### config.mk
export PLATFORM = sky130hd
export DESIGN_NAME = aes_req_ctrl_flat
export DESIGN_NICKNAME = d
export VERILOG_FILES = /design/src/rtl/aes_pkg.sv /design/src/rtl/aes_req_ctrl_if.sv /design/src/rtl/aes_req_ctrl.sv /design/src/flat_wrapper.sv
export SDC_FILE = /design/constraint.sdc
export NUM_CORES = 2
export LEC_CHECK = 0
export ABC_AREA = 1
export CELL_PAD_IN_SITES_DETAIL_PLACEMENT = 0
export CELL_PAD_IN_SITES_GLOBAL_PLACEMENT = 1
export CORE_AREA = 10 10 405 407
export DETAILED_ROUTE_END_ITERATION = 12
export DIE_AREA = 0 0 415 417
export GPL_TIMING_DRIVEN = 1
export PLACE_DENSITY = 0.52
export SETUP_SLACK_MARGIN = 0.3
export SYNTH_ARGS = -nofsm -noshare
export SYNTH_HDL_FRONTEND = slang
export SYNTH_SLANG_ARGS = --single-unit
### constraint.sdc
create_clock -name clk -period 25.4 [get_ports clk]
set_clock_uncertainty 0.15 [all_clocks]
set_input_delay 5.08 -clock clk [delete_from_list [all_inputs] [get_ports clk]]
set_output_delay 5.08 -clock clk [all_outputs]
set_load 0.005 [all_outputs]
### src/rtl/aes_pkg.sv
// Shared widths and FSM encoding for the aes_256 request sequencer.
package aes_pkg;

  localparam int unsigned AES_BLK_W = 128;
  localparam int unsigned AES_KEY_W = 256;

  typedef enum logic [1:0] {
    IDLE,
    START,
    WAIT,
    HOLD
  } aes_req_state_e;

endpackage

### src/rtl/aes_req_ctrl_if.sv
// Block stream, result stream and engine-facing signals of aes_req_ctrl.
// master = the sequencer itself; slave = block source, engine and result consumer.
interface aes_req_ctrl_if;
  import aes_pkg::*;

  logic                 in_valid;
  logic                 in_ready;
  logic [AES_BLK_W-1:0] in_data;

  logic [AES_BLK_W-1:0] aes_state;
  logic [AES_KEY_W-1:0] aes_key;
  logic                 aes_start;
  logic [AES_BLK_W-1:0] aes_out;
  logic                 aes_out_valid;

  logic                 res_valid;
  logic                 res_ready;
  logic [AES_BLK_W-1:0] res_data;
  logic                 res_err;

  modport master (
    input  in_valid, in_data, aes_out, aes_out_valid, res_ready,
    output in_ready, aes_state, aes_key, aes_start, res_valid, res_data, res_err
  );

  modport slave (
    output in_valid, in_data, aes_out, aes_out_valid, res_ready,
    input  in_ready, aes_state, aes_key, aes_start, res_valid, res_data, res_err
  );

endinterface

### src/rtl/aes_req_ctrl.sv
// Single-outstanding request sequencer for the aes_256 start/out_valid engine.
// Optional WAIT watchdog enabled with `define AES_TIMEOUT_EN.
module aes_req_ctrl
  import aes_pkg::*;
#(
  parameter int unsigned TIMEOUT_CYCLES = 64,
  parameter int unsigned CNT_W          = 16
) (
  input  logic                 clk,
  input  logic                 rst,
  input  logic                 key_load,
  input  logic [AES_KEY_W-1:0] in_key,
  aes_req_ctrl_if.master       bus,
  output logic                 busy,
  output logic [CNT_W-1:0]     blk_cnt
);

  aes_req_state_e       state_q, state_d;
  logic [AES_KEY_W-1:0] key_q;
  logic                 key_valid_q;
  logic [AES_BLK_W-1:0] aes_state_q;
  logic [AES_KEY_W-1:0] aes_key_q;
  logic [AES_BLK_W-1:0] res_data_q;
  logic                 res_err_q;
  logic                 ov_prev_q;
  logic [CNT_W-1:0]     blk_cnt_q;

  logic accept;
  logic capture;
  logic abort;
  logic handshake;
  logic ov_edge;
  logic tmo_hit;

  // Only a fresh rising edge completes an op; a level held over from a prior op is ignored.
  assign ov_edge = bus.aes_out_valid & ~ov_prev_q;

`ifdef AES_TIMEOUT_EN
  localparam int unsigned TMO_W = $clog2(TIMEOUT_CYCLES + 1);

  logic [TMO_W-1:0] tmo_q;

  always_ff @(posedge clk or posedge rst) begin
    if (rst) begin
      tmo_q <= '0;
    end else if (state_q == START) begin
      tmo_q <= '0;
    end else if (state_q == WAIT) begin
      tmo_q <= tmo_q + 1'b1;
    end
  end

  assign tmo_hit = (state_q == WAIT) && (tmo_q == TMO_W'(TIMEOUT_CYCLES - 1));
`else
  logic unused_timeout;
  assign unused_timeout = ^TIMEOUT_CYCLES;
  assign tmo_hit        = 1'b0;
`endif

  always_comb begin
    state_d   = state_q;
    accept    = 1'b0;
    capture   = 1'b0;
    abort     = 1'b0;
    handshake = 1'b0;
    case (state_q)
      IDLE: begin
        if (bus.in_valid && key_valid_q) begin
          accept  = 1'b1;
          state_d = START;
        end
      end
      START: state_d = WAIT;
      WAIT: begin
        // Edge takes priority over a coincident terminal count.
        if (ov_edge) begin
          capture = 1'b1;
          state_d = HOLD;
        end else if (tmo_hit) begin
          abort   = 1'b1;
          state_d = HOLD;
        end
      end
      HOLD: begin
        if (bus.res_ready) begin
          handshake = 1'b1;
          state_d   = IDLE;
        end
      end
      default: state_d = IDLE;
    endcase
  end

  always_ff @(posedge clk or posedge rst) begin
    if (rst) begin
      state_q     <= IDLE;
      key_q       <= '0;
      key_valid_q <= 1'b0;
      aes_state_q <= '0;
      aes_key_q   <= '0;
      res_data_q  <= '0;
      res_err_q   <= 1'b0;
      ov_prev_q   <= 1'b0;
      blk_cnt_q   <= '0;
    end else begin
      state_q   <= state_d;
      ov_prev_q <= bus.aes_out_valid;
      if ((state_q == IDLE) && key_load) begin
        key_q       <= in_key;
        key_valid_q <= 1'b1;
      end
      // Snapshot the key at accept so a same-cycle key_load only affects later blocks.
      if (accept) begin
        aes_state_q <= bus.in_data;
        aes_key_q   <= key_q;
      end
      if (capture) begin
        res_data_q <= bus.aes_out;
        res_err_q  <= 1'b0;
      end else if (abort) begin
        res_data_q <= '0;
        res_err_q  <= 1'b1;
      end
      if (handshake) begin
        blk_cnt_q <= blk_cnt_q + 1'b1;
      end
    end
  end

  assign bus.in_ready  = (state_q == IDLE) && key_valid_q;
  assign bus.aes_start = (state_q == START);
  assign bus.aes_state = aes_state_q;
  assign bus.aes_key   = aes_key_q;
  assign bus.res_valid = (state_q == HOLD);
  assign bus.res_data  = res_data_q;
  assign bus.res_err   = res_err_q;
  assign busy          = (state_q != IDLE);
  assign blk_cnt       = blk_cnt_q;

endmodule

### src/flat_wrapper.sv
// flat-port wrapper written by rule: the top's interface ports become plain ports
module aes_req_ctrl_flat import aes_pkg::*;
#(
  parameter int unsigned TIMEOUT_CYCLES = 64,
  parameter int unsigned CNT_W          = 16
)
  (clk, rst, key_load, in_key, busy, blk_cnt, bus_in_valid, bus_in_data, bus_aes_out, bus_aes_out_valid, bus_res_ready, bus_in_ready, bus_aes_state, bus_aes_key, bus_aes_start, bus_res_valid, bus_res_data, bus_res_err);
  aes_req_ctrl_if bus_i ();
  input  logic clk;
  input  logic rst;
  input  logic key_load;
  input  logic [AES_KEY_W-1:0] in_key;
  output logic busy;
  output logic [CNT_W-1:0] blk_cnt;
  input wire logic [$bits(bus_i.in_valid)-1:0] bus_in_valid;
  input wire logic [$bits(bus_i.in_data)-1:0] bus_in_data;
  input wire logic [$bits(bus_i.aes_out)-1:0] bus_aes_out;
  input wire logic [$bits(bus_i.aes_out_valid)-1:0] bus_aes_out_valid;
  input wire logic [$bits(bus_i.res_ready)-1:0] bus_res_ready;
  output wire logic [$bits(bus_i.in_ready)-1:0] bus_in_ready;
  output wire logic [$bits(bus_i.aes_state)-1:0] bus_aes_state;
  output wire logic [$bits(bus_i.aes_key)-1:0] bus_aes_key;
  output wire logic [$bits(bus_i.aes_start)-1:0] bus_aes_start;
  output wire logic [$bits(bus_i.res_valid)-1:0] bus_res_valid;
  output wire logic [$bits(bus_i.res_data)-1:0] bus_res_data;
  output wire logic [$bits(bus_i.res_err)-1:0] bus_res_err;
  assign bus_i.in_valid = bus_in_valid;
  assign bus_i.in_data = bus_in_data;
  assign bus_i.aes_out = bus_aes_out;
  assign bus_i.aes_out_valid = bus_aes_out_valid;
  assign bus_i.res_ready = bus_res_ready;
  assign bus_in_ready = bus_i.in_ready;
  assign bus_aes_state = bus_i.aes_state;
  assign bus_aes_key = bus_i.aes_key;
  assign bus_aes_start = bus_i.aes_start;
  assign bus_res_valid = bus_i.res_valid;
  assign bus_res_data = bus_i.res_data;
  assign bus_res_err = bus_i.res_err;
  aes_req_ctrl #(.TIMEOUT_CYCLES(TIMEOUT_CYCLES), .CNT_W(CNT_W)) u_core (.clk(clk), .rst(rst), .key_load(key_load), .in_key(in_key), .bus(bus_i), .busy(busy), .blk_cnt(blk_cnt));
endmodule
After elaboration in Yosys (flattened, before gate mapping)

Cells that the tools add are included.

Input port bits: 518
Logic and storage cells: 36
Register bits: 789
Output and inout bits: 533

Muxes and demuxes: 12
$add $sub $neg: 1
Bitwise gates (word level): 2
Reductions and logical operators: 6
Eq/ne operators: 6

Operator list:

| cell                                                                    | number |
|---|---|
| 128-bit two-way mux                                                     | 1 |
| 16-bit by 1-bit adder with 16-bit output, second input constant         | 1 |
| 2-bit one-hot mux with 4 select lines                                   | 1 |
| 1-bit two-way mux                                                       | 7 |
| 2-bit two-way mux                                                       | 3 |
| 2-bit == test, second input constant                                    | 2 |
| 2-bit by 1-bit inequality test with 1-bit output, second input constant | 2 |
| 1-bit logical AND                                                       | 3 |
| 3-bit AND reduction                                                     | 1 |
| 2-bit by 1-bit == test with 1-bit output, second input constant         | 1 |
| 2-bit zero test                                                         | 1 |
| 2-bit inequality test, second input constant                            | 1 |
| 2-bit nonzero test                                                      | 1 |
| 1-bit bitwise AND                                                       | 1 |
| 1-bit NOT                                                               | 1 |

Depth between registers and ports, before layout

Depth after elaboration: 5
Depth in mapped cells: 8
Depth with buffers taken out: 8

Worst setup path after synthesis

Ideal clock, no wire load.

Kind: input to register
From: input bus_aes_out_valid
To: register u_core.res_data_q[100], in the netlist u_core.bus.res_data[100]
Cell stages on the path: 6
Data arrival time: 6007 ps
Path slack: 19118 ps
Path buffers: 2
Library setup time: 125 ps
Required time: 25125 ps
Path through: inv_1 nor2_1 nand2_1 clkbuf_1 buf_2 mux2_2

Word-level cells in the longest chain between the ends: 3

Ends and longest elaborated chain:

| item                   | line                | source |
|---|---|---|
| start: declaration     | flat_wrapper.sv:18  | `input wire logic [$bits(bus_i.aes_out_valid)-1:0] bus_aes_out_valid;` |
| 1-bit bitwise AND      | aes_req_ctrl.sv:36  | `assign ov_edge = bus.aes_out_valid & ~ov_prev_q;` |
| 1-bit two-way mux      | aes_req_ctrl.sv:76  | `if (ov_edge) begin` |
| 1-bit two-way mux      | aes_req_ctrl.sv:66  | `case (state_q)` |
| end signal: assignment | aes_req_ctrl.sv:118 | `res_data_q <= bus.aes_out;` |
| end: declaration       | aes_req_ctrl.sv:23  | `logic [AES_BLK_W-1:0] res_data_q;` |

Every way passes these cells.
A chain may end at the register's enable or synchronous reset.

==> flow_summary.ini <==
[clock_network]
cts_setup_buffers = 0
post_cts_resized = 0
clk_latency_ns = 0.70
cts_buffers = 97
clk_pin_slew_ns = 0.05
htreeDepth = 3
cts_tree = done
cts_buffer_depth = 3
cts-hold-fix-buffers = 0
cts_sinks = 788
clockRootBuffer = clkbuf_16

[power]
p_int_w = 0.00435
ir_drop_mv = 0.0667
swShare_pct = 29.4
combPwrFrac_pct = 39.7
seqPwrFrac_pct = 37.3
power_w = 0.00616
cellLeakagePower_nw = 20.5
p_per_area_nw_per_um2 = 131
p_clk_share_pct = 22.9
power_switching_w = 0.00181

[yosys]
synth_edf_count = 0
syn-num-nets = 2275
synth_top_area_share_pct = 63.7
synth-seq-cells = 788
ys_seq_area_share_pct = 63.7
synth_warnings = 0
yosysTopAreaCell = dfrtp_1
syn-cell-area_sq_um = 30900
syn-instance-count = 1752
synthArstFlopShare_pct = 100
synthTopCellsByArea = dfrtp_1 (64%), mux2_4 (17%), mux2_2 (15%)
ys_types = 23
synth_ff_type = dfrtp_1
avgSynthCellArea_sq_um = 17.7

[grt]
first_global_vias = 20200
antenna_found_initial = 59
grtUsageTotal_pct = 14.2
grt_pass1_wl_microns = 175000
grt_start_max_net_pins = 152
gr-total-overflow = 0

[critical_path]
crit_buf_inv = 6
arrival_ns = 9.02
cpPeakStageDelay_ns = 0.77
critPathMaxFanout = 151
critPathTopFamily = buffers and inverters
end_kind = asynchronous set/reset pin
cpMaxStageDelayCell = buf_4
worstPathRequired_ns = 25.92
crit_chain = clkdlybuf4s50_1 -> clkinvlp_4 -> buf_4 -> buf_4 -> buf_4 -> buf_12
cpMostUsedCell = buf_4
path_class = input pin to asynchronous set/reset pin
startpoint_type = input pin

[timing]
setup_slack_ns = 16.90
tns_ns = 0
drv_slew = 0
period_minus_slack_ns = 8.50
rsz0062_at_grt = false
min_period_over_period_pct = 33.5
setup_violations = 0
slew_headroom_pct = 27.8
worst_slew_pin_slew_ns = 1.08
hold_viol = 0
max_freq_ghz = 0.118

[route]
drc = 0
postRouteWirelength_microns = 127000
firstDrtPassIters = 4
drtAntennaViolNets = 0
drt_iter0_drc = 728
routedWlPerCell_microns = 25.5
viasPerCell = 3.75
vias = 18700

[placed_design]
dp_cells = 4797
dp_hpwl_microns = 98500
dp_slack_ns = 16.06
io_buffer_count = 1049
gp_congestion = 0.789

[finish]
fin_util_pct = 30.1
fillers = 15700
synthToLayoutAreaGrowth_pct = 51.5
final_nets = 3361
drive_above_1_share_pct = 32.5
fin_cells = 4989

[floorplanning]
start_util_pct = 19.9
die_width_microns = 415
core-area_sq_um = 156000
io_pins = 1051
num_rows = 145
dieArea_sq_um = 173000
die_h_microns = 417

[run]
cap_viol_max_count = 0

[outcome]
status = finished, final reports clean

[min_path]
hold_path.class = flip-flop to flip-flop
-- layout by cell type (no fill, tap or decap), types with 3 or more instances in the layout --
cell and count:
clkdlybuf4s50_1 1049, dfrtp_1 788, mux2_2 408, mux2_4 360
clkbuf_16 97, nand2_1 40, clkbuf_8 29, clkbuf_1 23
buf_4 21, diode_2 18, inv_1 18, nor2_1 15
clkinv_2 12, xor2_1 7, nand3_1 6, o21ai_0 5
ha_1 5, bufinv_16 4, clkinv_16 3
-- cell families after synthesis --
| kind of cell | synth area share, % |
|---|---|
| other | 0.0121 |
| adders and majority gates | 0.202 |
| AOI/OAI and AO/OA | 0.129 |
| and+or+nand+nor | 0.914 |
| buffers and inverters | 2.43 |
| xor gates and xnor gates | 0.255 |
| muxes | 32.3 |
| DFF | 63.7 |
-- power by group through the flow --
stage                     clock [W]  sequential (W)  combinational [W]
after floorplan                   0         0.00224            0.00116
after global placement            0         0.00231            0.00251
after detailed placement          0         0.00231            0.00252
after CTS                   0.00147         0.00230            0.00253
after global routing        0.00152         0.00238            0.00260
final                       0.00141         0.00230            0.00245
-- sequential cells by signal (all words and copies together) (netlist names) --
name,flops
u_core.bus.aes_state,128
u_core.ov_prev_q,1
u_core.state_q,2
u_core.key_q,256
u_core.blk_cnt,16
u_core.bus.aes_key,256
u_core.bus.res_data,128
u_core.key_valid_q,1
-- area by class of cell --
cell class / count / area [sq um] / area share [%]
diodes: 18 / 45.0 / 0.0961
flip-flops and latches: 788 / 19700 / 42.1
repair buffers: 1072 / 10700 / 22.8
clock inverters: 25 / 348 / 0.742
multi-input cells: 859 / 10500 / 22.4
well taps: 2058 / 2570 / 5.49
inverters: 20 / 78.8 / 0.168
clock buffers: 149 / 2910 / 6.21
-- path summary, 6_finish.rpt --
| check | from | end | cells after the start | slack [ns] |
|---|---|---|---|---|
| max in group clk | bus_in_valid | u_core.bus.aes_key[187] | 6 | 17.03 |
| max reg2reg | u_core.state_q[0] | u_core.bus.aes_key[187] | 9 | 20.95 |
| min | u_core.key_q[255] | u_core.bus.aes_key[255] | 1 | 0.32 |
| min in group asynchronous | rst | u_core.key_q[239] | 2 | 4.58 |
| max | rst | u_core.bus.aes_key[132] | 6 | 16.90 |
| min reg2reg | u_core.key_q[255] | u_core.bus.aes_key[255] | 1 | 0.32 |
-- Yosys cell counts, types with 2 or more instances --
library cell	n
dfrtp_1	788
mux2_2	408
mux2_4	360
buf_2	43
nand2_1	42
buf_6	40
inv_1	19
nor2_1	15
xor2_1	7
nand3_1	6
ha_1	5
o21ai_0	5
nand3b_1	2
nand4_1	2
xnor2_1	2
-- worst register-to-register path, stage by stage, from the launching register on --
cell	delay [ns]
dfrtp_1	0.40
inv_1	0.08
ha_1	0.35
nand2_1	0.14
inv_2	0.07
nand2_8	0.47
buf_4	0.89
buf_4	0.70
buf_4	0.71
mux2_4	0.39
-- stage by stage --
stage	hold slack [ns]	cell area [sq um]
6_report	0.317	46900
2_1_floorplan	0.306	30900
5_1_grt	0.339	46800
4_1_cts	0.311	46800
3_3_place_gp	0.331	43600
3_5_place_dp	0.335	43600
-- metal layers --
layer | up-vias | GRT usage [%] | share of wire (%)
li1 | 8323 | - | -
met1 | 9561 | 16.8 | 39
met2 | 578 | 24.1 | 50
met3 | 190 | 5.34 | 8.7
met4 | 56 | 3.86 | 2.1
met5 | - | 0 | 0.30
Power figures use the tool's default switching activity.
